`config.mk`:
```
export PLATFORM = sky130hd
export DESIGN_NAME = uart_rx_oversampled
export DESIGN_NICKNAME = d
export VERILOG_FILES = /design/src/rtl/uart_rx_oversampled.sv
export SDC_FILE = /design/constraint.sdc
export NUM_CORES = 1
export LEC_CHECK = 0
export CORE_MARGIN = 10
export CORE_UTILIZATION = 40
export CTS_CLUSTER_DIAMETER = 100
export DETAILED_ROUTE_END_ITERATION = 10
export PLACE_DENSITY = 0.7
export SYNTH_ARGS = -nofsm -noshare
export SYNTH_HDL_FRONTEND = slang
export SYNTH_SLANG_ARGS = --single-unit
```
`constraint.sdc`:
```
create_clock -name clk -period 2.2 [get_ports clk]
set_input_delay 0.44 -clock clk [delete_from_list [all_inputs] [get_ports clk]]
set_output_delay 0.44 -clock clk [all_outputs]
set_load 0.005 [all_outputs]
```
`src/rtl/uart_rx_oversampled.sv`:
```
// 16x-oversampled UART receiver, LSB first, mid-bit sampling, framing/parity flags.
// Optional even-parity bit enabled by defining UART_RX_PARITY_EN.
module uart_rx_oversampled #(
    parameter int DBIT    = 8,
    parameter int SB_TICK = 16
) (
    input  logic            clk,
    input  logic            reset,
    input  logic            rx,
    input  logic            s_tick,
    output logic [DBIT-1:0] dout,
    output logic            rx_done_tick,
    output logic            frame_err,
    output logic            parity_err
);

    localparam int SW = (SB_TICK > 16) ? $clog2(SB_TICK) : 4;
    localparam int NW = (DBIT > 1) ? $clog2(DBIT) : 1;

    localparam logic [SW-1:0] S_MID  = SW'(7);
    localparam logic [SW-1:0] S_BIT  = SW'(15);
    localparam logic [SW-1:0] S_STOP = SW'(SB_TICK - 1);
    localparam logic [NW-1:0] N_LAST = NW'(DBIT - 1);

`ifdef UART_RX_PARITY_EN
    typedef enum logic [2:0] {
        IDLE,
        START,
        DATA,
        PARITY,
        STOP
    } state_t;
`else
    typedef enum logic [1:0] {
        IDLE,
        START,
        DATA,
        STOP
    } state_t;
`endif

    state_t state_reg, state_next;

    logic            rx_meta, rx_s;
    logic [SW-1:0]   s_reg, s_next;
    logic [NW-1:0]   n_reg, n_next;
    logic [DBIT-1:0] b_reg, b_next;
    logic [DBIT-1:0] dout_reg, dout_next;
    logic            ferr_reg, ferr_next;
    logic            done_reg, done_next;

`ifdef UART_RX_PARITY_EN
    logic            pbad_reg, pbad_next;
    logic            perr_reg, perr_next;
`endif

    // Two-flop synchroniser; idles high so reset never looks like a start edge
    always_ff @(posedge clk or posedge reset) begin
        if (reset) begin
            rx_meta <= 1'b1;
            rx_s    <= 1'b1;
        end else begin
            rx_meta <= rx;
            rx_s    <= rx_meta;
        end
    end

    always_ff @(posedge clk or posedge reset) begin
        if (reset) begin
            state_reg <= IDLE;
            s_reg     <= '0;
            n_reg     <= '0;
            b_reg     <= '0;
            dout_reg  <= '0;
            ferr_reg  <= 1'b0;
            done_reg  <= 1'b0;
        end else begin
            state_reg <= state_next;
            s_reg     <= s_next;
            n_reg     <= n_next;
            b_reg     <= b_next;
            dout_reg  <= dout_next;
            ferr_reg  <= ferr_next;
            done_reg  <= done_next;
        end
    end

`ifdef UART_RX_PARITY_EN
    always_ff @(posedge clk or posedge reset) begin
        if (reset) begin
            pbad_reg <= 1'b0;
            perr_reg <= 1'b0;
        end else begin
            pbad_reg <= pbad_next;
            perr_reg <= perr_next;
        end
    end
`endif

    always_comb begin
        state_next = state_reg;
        s_next     = s_reg;
        n_next     = n_reg;
        b_next     = b_reg;
        dout_next  = dout_reg;
        ferr_next  = ferr_reg;
        done_next  = 1'b0;
`ifdef UART_RX_PARITY_EN
        pbad_next  = pbad_reg;
        perr_next  = perr_reg;
`endif
        unique case (state_reg)
            IDLE: begin
                if (!rx_s) begin
                    state_next = START;
                    s_next     = '0;
                end
            end
            START: begin
                if (s_tick) begin
                    if (s_reg == S_MID) begin
                        s_next = '0;
                        if (!rx_s) begin
                            state_next = DATA;
                            n_next     = '0;
                        end else begin
                            state_next = IDLE;
                        end
                    end else begin
                        s_next = s_reg + 1'b1;
                    end
                end
            end
            DATA: begin
                if (s_tick) begin
                    if (s_reg == S_BIT) begin
                        s_next = '0;
                        b_next = {rx_s, b_reg[DBIT-1:1]};
                        if (n_reg == N_LAST) begin
`ifdef UART_RX_PARITY_EN
                            state_next = PARITY;
`else
                            state_next = STOP;
`endif
                        end else begin
                            n_next = n_reg + 1'b1;
                        end
                    end else begin
                        s_next = s_reg + 1'b1;
                    end
                end
            end
`ifdef UART_RX_PARITY_EN
            PARITY: begin
                if (s_tick) begin
                    if (s_reg == S_BIT) begin
                        s_next     = '0;
                        pbad_next  = (^b_reg) ^ rx_s;
                        state_next = STOP;
                    end else begin
                        s_next = s_reg + 1'b1;
                    end
                end
            end
`endif
            STOP: begin
                if (s_tick) begin
                    if (s_reg == S_STOP) begin
                        // Flags and word commit together; the pulse lines up with them
                        state_next = IDLE;
                        s_next     = '0;
                        dout_next  = b_reg;
                        ferr_next  = ~rx_s;
                        done_next  = 1'b1;
`ifdef UART_RX_PARITY_EN
                        perr_next  = pbad_reg;
`endif
                    end else begin
                        s_next = s_reg + 1'b1;
                    end
                end
            end
            default: state_next = IDLE;
        endcase
    end

    assign dout         = dout_reg;
    assign frame_err    = ferr_reg;
    assign rx_done_tick = done_reg;
`ifdef UART_RX_PARITY_EN
    assign parity_err   = perr_reg;
`else
    assign parity_err   = 1'b0;
`endif

endmodule
```
==> metrics.txt, run 1 <==
CTS-repair resized insts 0; Setup Skew about 0.008 ns; vias in the first global route just under 1000; ys async rst share 100%; fin worst setup slack ~0.42 ns; CP required between 2 and 2.5 ns; DRT antenna net count 0; crit path DAT 1.99 ns; post-DR vias/cell between 5 and 6; gp weighted congestion 0.773; maximum fanout along the worst path 10; clk slew on worst S/H paths 0.10 ns; Commonest cells post-synth dfrtp_1 (27), mux2_4 (9), mux2_2 (8), inv_1 (7); dpl ws between 0.15 and 0.2 ns; Max-Cap Viols 0; CP Launch Type flip-flop; Critical Path Sink Type flip-flop; PwrDens about 980 nW/um^2; CP Class flip-flop to flip-flop; H-tree levels 2; initial core utilization between 40% and 50%; leakage 0.741 nW; most numerous cell in the Yosys netlist dfrtp_1; status finished clean; top cell type's share of synthesized area between 40% and 50%; hpwl dp 1.89 mm; Syn Nets around 120; Post-Syn Instances 111; sequential fraction of the synthesis area 50.7%; Synthesis Warnings 0; cell taking the most area after synthesis dfrtp_1; routed via count about 900; clk sinks 29; # IOs 15; clock root cell clkbuf_4; ys flop type dfrtp_1; Avg Cell Area, Syn approximately 13 um^2; chip width about 80 um; final period utilization 81.1%; Distinct cells, synth 40; count of state elements after synthesis 29; DRT iter0 DRCs between 60 and 70; Post-CTS Setup Inserts 0; DRC viols 0; antenna diode count 0; EDFF count, synth 0; fillcell total a little over 300; unrepaired setup endpoints after global routing no; DIE AREA 6390 um^2; # setup viols final 0; upper clock frequency limit 561 MHz; DR pass1 iterations 4; HP Class flip-flop to flip-flop; CTS tree yes; largest net degree at the start of global routing 30; hold buffers post-CTS 0; total negative slack 0 ns; top post-synthesis cells by area dfrtp_1 (47%), mux2_4 (9.4%), mux2_2 (6.3%); proportion of layout cells with a drive suffix above 1 29.1%; Register Area around 730 um^2; crit path time final approximately 1.8 ns; Die Ht 80.0 um; Final Slew Violations 0; drt wl/cell around 15 um; IO Port Bufs 13; insertion delay of the later-clocked pin in the worst-skew pair 0.32 ns; num rows 21; Min Hold Slack roughly 0.36 ns; Max IR drop VDD 0.511 mV; Remaining Overflow, GRT 0; Synth Cell Area about 1400 um^2; TritonCTS Buffers 5; Total GRT Usage ~9%; Final Hold Fails 0; initial antenna violation count 0; Power Total 0.00163 W; final WL ~2.6 mm; first-pass GRT wire length ~4.4 mm; core outline area roughly 3400 um^2; Max Buffers Root-to-Sink 2; # nets final 133; multi-input logic area about 600 um^2; Area growth syn-to-layout 15.2%
==> power breakdown <==
group,internal [W],switching [W],total [W]
registers,0.000621,0.000157,0.000778
logic,0.000203,0.000197,0.000400
clock network,0.000271,0.000178,0.000449
==> metal layers <==
| layer | vias to the layer above | GRT usage, % | part of all wire (%) |
|---|---|---|---|
| met5 | - | 0 | 0 |
| met4 | 0 | 3.17 | 0.54 |
| met3 | 2 | 3.38 | 5.8 |
| met2 | 23 | 14.8 | 50 |
| met1 | 437 | 9.70 | 44 |
| li1 | 433 | - | - |
==> critical path, cell delays in order (launching register included) <==
cell	delay, ns
dfrtp_1	0.42
ha_1	0.32
and4_4	0.29
and3_4	0.31
mux2_4	0.32
==> cells by family (layout without fill, tap and decap cells) <==
logic type,after synthesis,in the layout,share of synthesized area [%]
flops,29,29,50.7
simple gates,26,26,13.7
compound gates,19,19,9.40
mux,17,17,15.7
buf+inv,15,31,7.14
fa+ha+maj,3,3,2.61
other cells,1,1,0.261
xor+xnor,1,1,0.609
==> worst paths after layout <==
| check | startpoint | endpoint | slack (ns) | cells past startpoint |
|---|---|---|---|---|
| max reg2reg | s_reg[0] | dout[4] | 0.42 | 4 |
| max | s_reg[0] | dout[4] | 0.42 | 4 |
| min reg2reg | rx_meta | rx_s | 0.36 | 0 |
| min in group asynchronous | reset | rx_done_tick | 0.48 | 3 |
| max in group asynchronous | reset | rx_s | 1.40 | 3 |
| min | rx_meta | rx_s | 0.36 | 0 |
==> through the flow <==
stage               util (%)  instance area (um^2)  cells
floorplan                  -                  1440    111
global placement        46.0                  1570    165
detailed placement      46.0                  1570    165
CTS                     48.5                  1660    173
global route            48.5                  1660    173
finish                  48.5                  1660    173
==> final cells by class <==
| cell class | count | share of cell area (%) |
|---|---|---|
| sequential | 29 | 44.0 |
| multi-input combinational | 67 | 36.6 |
| timing repair buffer | 16 | 9.21 |
| tap | 46 | 3.47 |
| clock buffer | 7 | 3.32 |
| clock inverter | 1 | 1.81 |
| inverter | 7 | 1.59 |
==> cell usage in the layout, fill, tap and decap left out, drive strengths merged, types with 2 or more instances in the layout <==
| cell | Yosys | layout |
|---|---|---|
| nand4 | 3 | 3 |
| inv | 7 | 7 |
| nand3 | 4 | 4 |
| nor3 | 2 | 2 |
| ha | 3 | 3 |
| dfstp | 2 | 2 |
| a31oi | 2 | 2 |
| and3 | 2 | 2 |
| o211ai | 4 | 4 |
| buf | 6 | 3 |
| dfrtp | 27 | 27 |
| mux2 | 17 | 17 |
| a21oi | 3 | 3 |
| nand2 | 3 | 3 |
| or3b | 2 | 2 |
| clkdlybuf4s50 | 0 | 13 |
| o21ai | 3 | 3 |
| o311ai | 3 | 3 |
| and4 | 2 | 2 |
| clkbuf | 2 | 7 |
| nand3b | 2 | 2 |
Note: power is estimated with default switching activity, not from simulation.
==> inputs of run 2 (changes only) <==
PLACE_DENSITY = 0.72   (was 0.7)
clock period = 1.48 ns   (was 2.2 ns; I/O delays follow)
==> run 2 against run 1 <==
Effect of this change: the flow now finishes with violations (negative setup slack); flip-flop and latch count is the same; global-route usage grew 0.37 points; clock skew grew 0.0025 ns; non-clock buffer count grew 21; power grew 71%; hold slack lost 0.041 ns; combinational power grew to 3.1 times the previous value; cell area grew 16%.
==> metrics.txt, run 2 (same netlist as run 1, synthesis figures left out) <==
CP Launch Type input port (was flip-flop); Critical Path Sink Type flip-flop (unchanged); insertion delay of the later-clocked pin in the worst-skew pair 0.31 ns (was 0.32 ns); placed cells 179 (was 165); post-DR vias/cell 5.20 (was 5.17); crit path DAT 1.71 ns (was 1.99 ns); leakage 0.949 nW (was 0.741 nW); failing checks negative setup slack; critical-path cell list clkdlybuf4s50_1 > nand4_4 > nor3_4 > buf_12 > mux2_4 (was ha_1 > and4_4 > and3_4 > mux2_4); CP Class input port to flip-flop (was flip-flop to flip-flop); hpwl dp 1.95 mm (was 1.89 mm); crit path time final ~1.5 ns; commonest non-fill, non-tap cell in the layout dfrtp_1 (unchanged); internal power 0.00185 W (was 0.00110 W); Max-Cap Viols 0 (unchanged); CP max stage delay 0.58 ns (was 0.42 ns); Clk pwr share 17.2% (was 27.6%); Area growth syn-to-layout 33.9% (was 15.2%); met1 GRT Util 10.7% (was 9.70%); fin worst setup slack -0.0319 ns (was 0.417 ns); chip width 80.0 um (unchanged); core outline area 3420 um^2 (unchanged); slowest library cell on the worst path clkdlybuf4s50_1 (was dfrtp_1); antenna diode count 0 (unchanged); Critical path buffers and inverters 2 (was 0); maximum fanout along the worst path 8 (was 10); HP Class input port to asynchronous set/reset pin (was flip-flop to flip-flop); Max Buffers Root-to-Sink 2 (unchanged); initial core utilization 42.1% (unchanged); hold buffers post-CTS 0 (unchanged); # IOs 15 (unchanged); met2 usage 14.3% (was 14.8%); IO Port Bufs 13 (unchanged); vias in the first global route 1008 (was 964); DR pass1 iterations 4 (unchanged); GRT busiest layer met2 (unchanged); final period utilization 102%; H-tree levels 2 (unchanged); clock root cell clkbuf_4 (unchanged); routed via count 1014 (was 895); Final Slew Violations 0 (unchanged); proportion of layout cells with a drive suffix above 1 44.3% (was 29.1%); clk slew on worst S/H paths 0.09 ns (was 0.10 ns); gp weighted congestion 0.791 (was 0.773); first-pass GRT wire length 4.64 mm (was 4.44 mm); unrepaired setup endpoints after global routing yes (was no); Final Hold Fails 0 (unchanged); Comb power frac 43.7% (was 24.6%); num rows 21 (unchanged); Die Ht 80.0 um (unchanged); DIE AREA 6390 um^2 (unchanged); Setup Skew 0.0104 ns (was 0.00787 ns); DRT iter0 DRCs 64 (was 61); PwrDens 1450 nW/um^2 (was 982 nW/um^2); # nets final 155 (was 133); # setup viols final 14 (was 0); Largest delay share family, worst path buffers and inverters (was simple AND/OR/NAND/NOR gates); Layout Cells excl Fill 195 (was 173); DRC viols 0 (unchanged); TritonCTS Buffers 5 (unchanged); largest net degree at the start of global routing 30 (unchanged); most frequent cells in the layout dfrtp_1 (27), buf_4 (22), mux2_4 (17) (was dfrtp_1 (27), clkdlybuf4s50_1 (13), mux2_4 (9)); CTS tree yes (unchanged); initial antenna violation count 0 (unchanged); post-layout util 56.3% (was 48.5%); upper clock frequency limit roughly 660 MHz; final WL 2.86 mm (was 2.60 mm); CP required 1.67 ns (was 2.40 ns); Total GRT Usage 9.11% (was 8.74%); Max IR drop VDD 0.786 mV (was 0.511 mV); M3 GR Usage 4.05% (was 3.38%); status finished, violations left (was finished clean); Psw 0.000935 W (was 0.000531 W); drt wl/cell 14.7 um (was 15.0 um); Sw Share 33.5% (was 32.7%); Flop pwr share 39.2% (was 47.8%); DRT antenna net count 0 (unchanged); Remaining Overflow, GRT 0 (unchanged); clk sinks 29 (unchanged)
[run 2: per-layer routing]
metal  vias up  wire, um
met3         2       125
met4         0        14
met2        17      1480
li1        487         -
met5         -         0
met1       508      1240
[run 2: repair_timing]
action | in CTS | in global routing
endpoints found under the hold margin | 0 | 0
gates cloned | 1 | 0
endpoints found under the setup margin | 25 | 27
resized for setup | 14 | 14
setup buffers | 5 | 2
pin swaps | 6 | 7
[run 2: worst min-delay path, stage by stage]
cell and delay [ns]:
clkdlybuf4s50_1 0.40, inv_1 0.10, buf_12 0.19
[run 2: final cells by class]
type	instances	area (um^2)
clock buffers	8	58.8
fillers	286	1490
inverters	7	26.3
multi-input cells	68	719
flip-flops and latches	29	728
well taps	46	57.6
repair buffers	37	334
[run 2: power groups by stage]
stage | sequential [W] | clock [W] | combinational [W]
after floorplan | 0.00104 | 0 | 0.000660
after global placement | 0.00107 | 0 | 0.000879
after detailed placement | 0.00108 | 0 | 0.000934
after CTS | 0.00108 | 0.000502 | 0.00112
after global routing | 0.00111 | 0.000537 | 0.00133
final | 0.00109 | 0.000479 | 0.00122
[run 2: through the flow]
stage | worst slack (ns) | TNS [ns] | cell area, um^2 | hold WS, ns | total power, W
floorplan | -0.0396 | -0.356 | 1450 | 0.300 | 0.00170
global placement | -0.322 | -5.91 | 1720 | 0.346 | 0.00195
detailed placement | -0.362 | -6.72 | 1720 | 0.347 | 0.00201
CTS | -0.0406 | -0.104 | 1850 | 0.320 | 0.00270
global route | -0.0900 | -1.13 | 1920 | 0.356 | 0.00298
finish | -0.0319 | -0.257 | 1920 | 0.319 | 0.00279
[run 2: final timing paths]
kind                            startpoint        to  cells after the start  slack [ns]
worst max-delay path                s_tick  b_reg[7]                      5       -0.03
worst min-delay path                 reset  n_reg[2]                      3        0.32
worst max register to register    s_reg[0]  b_reg[7]                      5       -0.02
worst min register to register     rx_meta      rx_s                      0        0.36
max in group asynchronous            reset   rx_meta                      3        0.91
min in group clk                   rx_meta      rx_s                      0        0.36
==> inputs of run 3 (changes only) <==
CORE_MARGIN = unset   (was 10)
==> run 3 against run 2 <==
Effect of this change: flip-flop and latch count unchanged; the run still ends with negative setup slack left; via count down 0.59%; fmax up 1.4%; largest power group unchanged; global-route usage up 7.4 points.
==> metrics.txt, run 3 (same netlist as run 1, synthesis figures left out) <==
R2R Path Start n_reg[0] (was s_reg[0]); placed cells 175 (was 179); critical path depth 5 (unchanged); routed via count 1008 (was 1014); clock root cell clkbuf_4 (unchanged); # IOs 15 (unchanged); Area growth syn-to-layout 33.9% (about the same); upper clock frequency limit 670 MHz (was 661 MHz); maximum fanout along the worst path 3 (was 8); DIE AREA 3840 um^2 (was 6390 um^2); Remaining Overflow, GRT 0 (unchanged); Layout Cells excl Fill 197 (was 195); Worst Setup SP n_reg[0] (was s_tick); CP endpoint n_reg[1] (was b_reg[7]); CP Launch Type flip-flop (was input port); DRT iter0 DRCs 19 (was 64); CP max stage delay 0.40 ns (was 0.58 ns); slowest library cell on the worst path or3b_4 (was clkdlybuf4s50_1); fin worst setup slack -0.0115 ns (was -0.0319 ns); proportion of layout cells with a drive suffix above 1 44.4% (was 44.3%); Critical path buffers and inverters 0 (was 2); Largest delay share family, worst path simple AND/OR/NAND/NOR gates (was buffers and inverters); DRC viols 0 (unchanged); Die Ht 62.0 um (was 80.0 um); vias in the first global route 979 (was 1008); critical-path cell list ha_2 > ha_4 > or3b_4 > o311ai_2 > o211ai_1 (was clkdlybuf4s50_1 > nand4_4 > nor3_4 > buf_12 > mux2_4); Total GRT Usage 16.5% (was 9.11%); failing checks negative setup slack (unchanged); CTS tree yes (unchanged); Critical Path Sink Type flip-flop (unchanged); HP Class input port to asynchronous set/reset pin (unchanged); final period utilization 101% (was 102%); num rows 21 (unchanged); commonest non-fill, non-tap cell in the layout dfrtp_1 (unchanged); H-tree levels 2 (unchanged); hold buffers post-CTS 0 (unchanged); DR pass1 iterations 4 (unchanged); final WL 2.72 mm (was 2.86 mm); gp weighted congestion 0.806 (was 0.791); PwrDens 1400 nW/um^2 (was 1450 nW/um^2); post-DR vias/cell 5.12 (was 5.20); Setup Skew 0.00527 ns (was 0.0104 ns); chip width 62.0 um (was 80.0 um); Max IR drop VDD 0.992 mV (was 0.786 mV); largest net degree at the start of global routing 30 (unchanged); initial core utilization 42.4% (was 42.1%); # setup viols final 4 (was 14); most frequent cells in the layout dfrtp_1 (25), buf_4 (24), mux2_4 (17) (was dfrtp_1 (27), buf_4 (22), mux2_4 (17)); Final Hold Fails 0 (unchanged); IO Port Bufs 13 (unchanged); status finished, violations left (unchanged); leakage 0.963 nW (was 0.949 nW); # nets final 157 (was 155); core outline area 3390 um^2 (was 3420 um^2); hpwl dp 1.80 mm (was 1.95 mm); Final Slew Violations 0 (unchanged); end of the worst register-to-register path n_reg[1] (was b_reg[7]); DRT antenna net count 0 (unchanged); reg2reg setup slack -0.01 ns (was -0.02 ns); clk sinks 29 (unchanged); Max Buffers Root-to-Sink 2 (unchanged); crit path time final 1.49 ns (was 1.51 ns); initial antenna violation count 0 (unchanged); Max-Cap Viols 0 (unchanged); crit path DAT 1.69 ns (was 1.71 ns); clk slew on worst S/H paths 0.09 ns (about the same); insertion delay of the later-clocked pin in the worst-skew pair 0.33 ns (was 0.31 ns); Reg2Reg Depth 5 (unchanged); TritonCTS Buffers 5 (unchanged); unrepaired setup endpoints after global routing yes (unchanged); first-pass GRT wire length 4.42 mm (was 4.64 mm); drt wl/cell 13.8 um (was 14.7 um); Min Hold Slack 0.302 ns (was 0.319 ns); antenna diode count 0 (unchanged); CP Class flip-flop to flip-flop (was input port to flip-flop); CP required 1.68 ns (was 1.67 ns)
-- run 3: changes by cell type in the layout (fill, tap and decap cells not counted), sizes merged --
cell          change
dlymetal6s2s      +1
dlygate4sd2       -1
buf               +2
-- run 3: cell type report --
cell class | instances | area (um^2)
fill | 267 | 1460
inverter | 7 | 26.3
sequential | 29 | 731
tap | 46 | 57.6
timing repair buffer | 39 | 353
multi-input combinational | 68 | 709
clock buffer | 8 | 48.8
-- run 3: how the worst min path moves through the flow --
stage | depth (start not counted) | endpoint | startpoint | slack, ns
global placement | 0 | rx_s | rx_meta | 0.35
finish | 3 | dout[4] | reset | 0.30
CTS | 3 | b_reg[0] | reset | 0.31
detailed placement | 0 | rx_s | rx_meta | 0.35
global route | 3 | b_reg[2] | reset | 0.31
floorplan | 0 | rx_meta | rx | 0.30
-- run 3: worst reg2reg max path, stage by stage, from the launching register on --
cell	delay (ns)
dfrtp_1	0.39
ha_2	0.20
ha_4	0.16
or3b_4	0.40
o311ai_2	0.09
o211ai_1	0.12
-- run 3: what timing repair did --
item                                    4_1_cts  5_1_grt
buffers inserted                              9        4
pin swaps                                     5        3
endpoints found under the setup margin       28       27
gates cloned                                  1        0
gates resized for setup                      13       15
-- run 3: per-layer routing --
metal  vias up  wire (um)  GRT usage (%)
li1        492          -              -
met1       483       1260           21.1
met2        25       1290           24.8
met3         8        106           5.80
met4         0         67           8.25
met5         -          0              0
-- run 3: per-stage QoR --
step	setup slack [ns]	utilization, %	instance area [um^2]	setup TNS (ns)	power (W)
finish	-0.0115	56.8	1930	-0.0311	0.00270
detailed placement	-0.355	49.8	1690	-6.35	0.00198
global placement	-0.336	49.8	1690	-5.87	0.00192
global route	-0.0872	56.8	1930	-0.600	0.00289
floorplan	-0.0396	-	1450	-0.356	0.00170
CTS	-0.0327	54.3	1840	-0.113	0.00262
-- run 3: power breakdown --
part           internal [W]  switching (W)
logic              0.000650       0.000496
registers          0.000929       0.000172
clock network      0.000189       0.000262
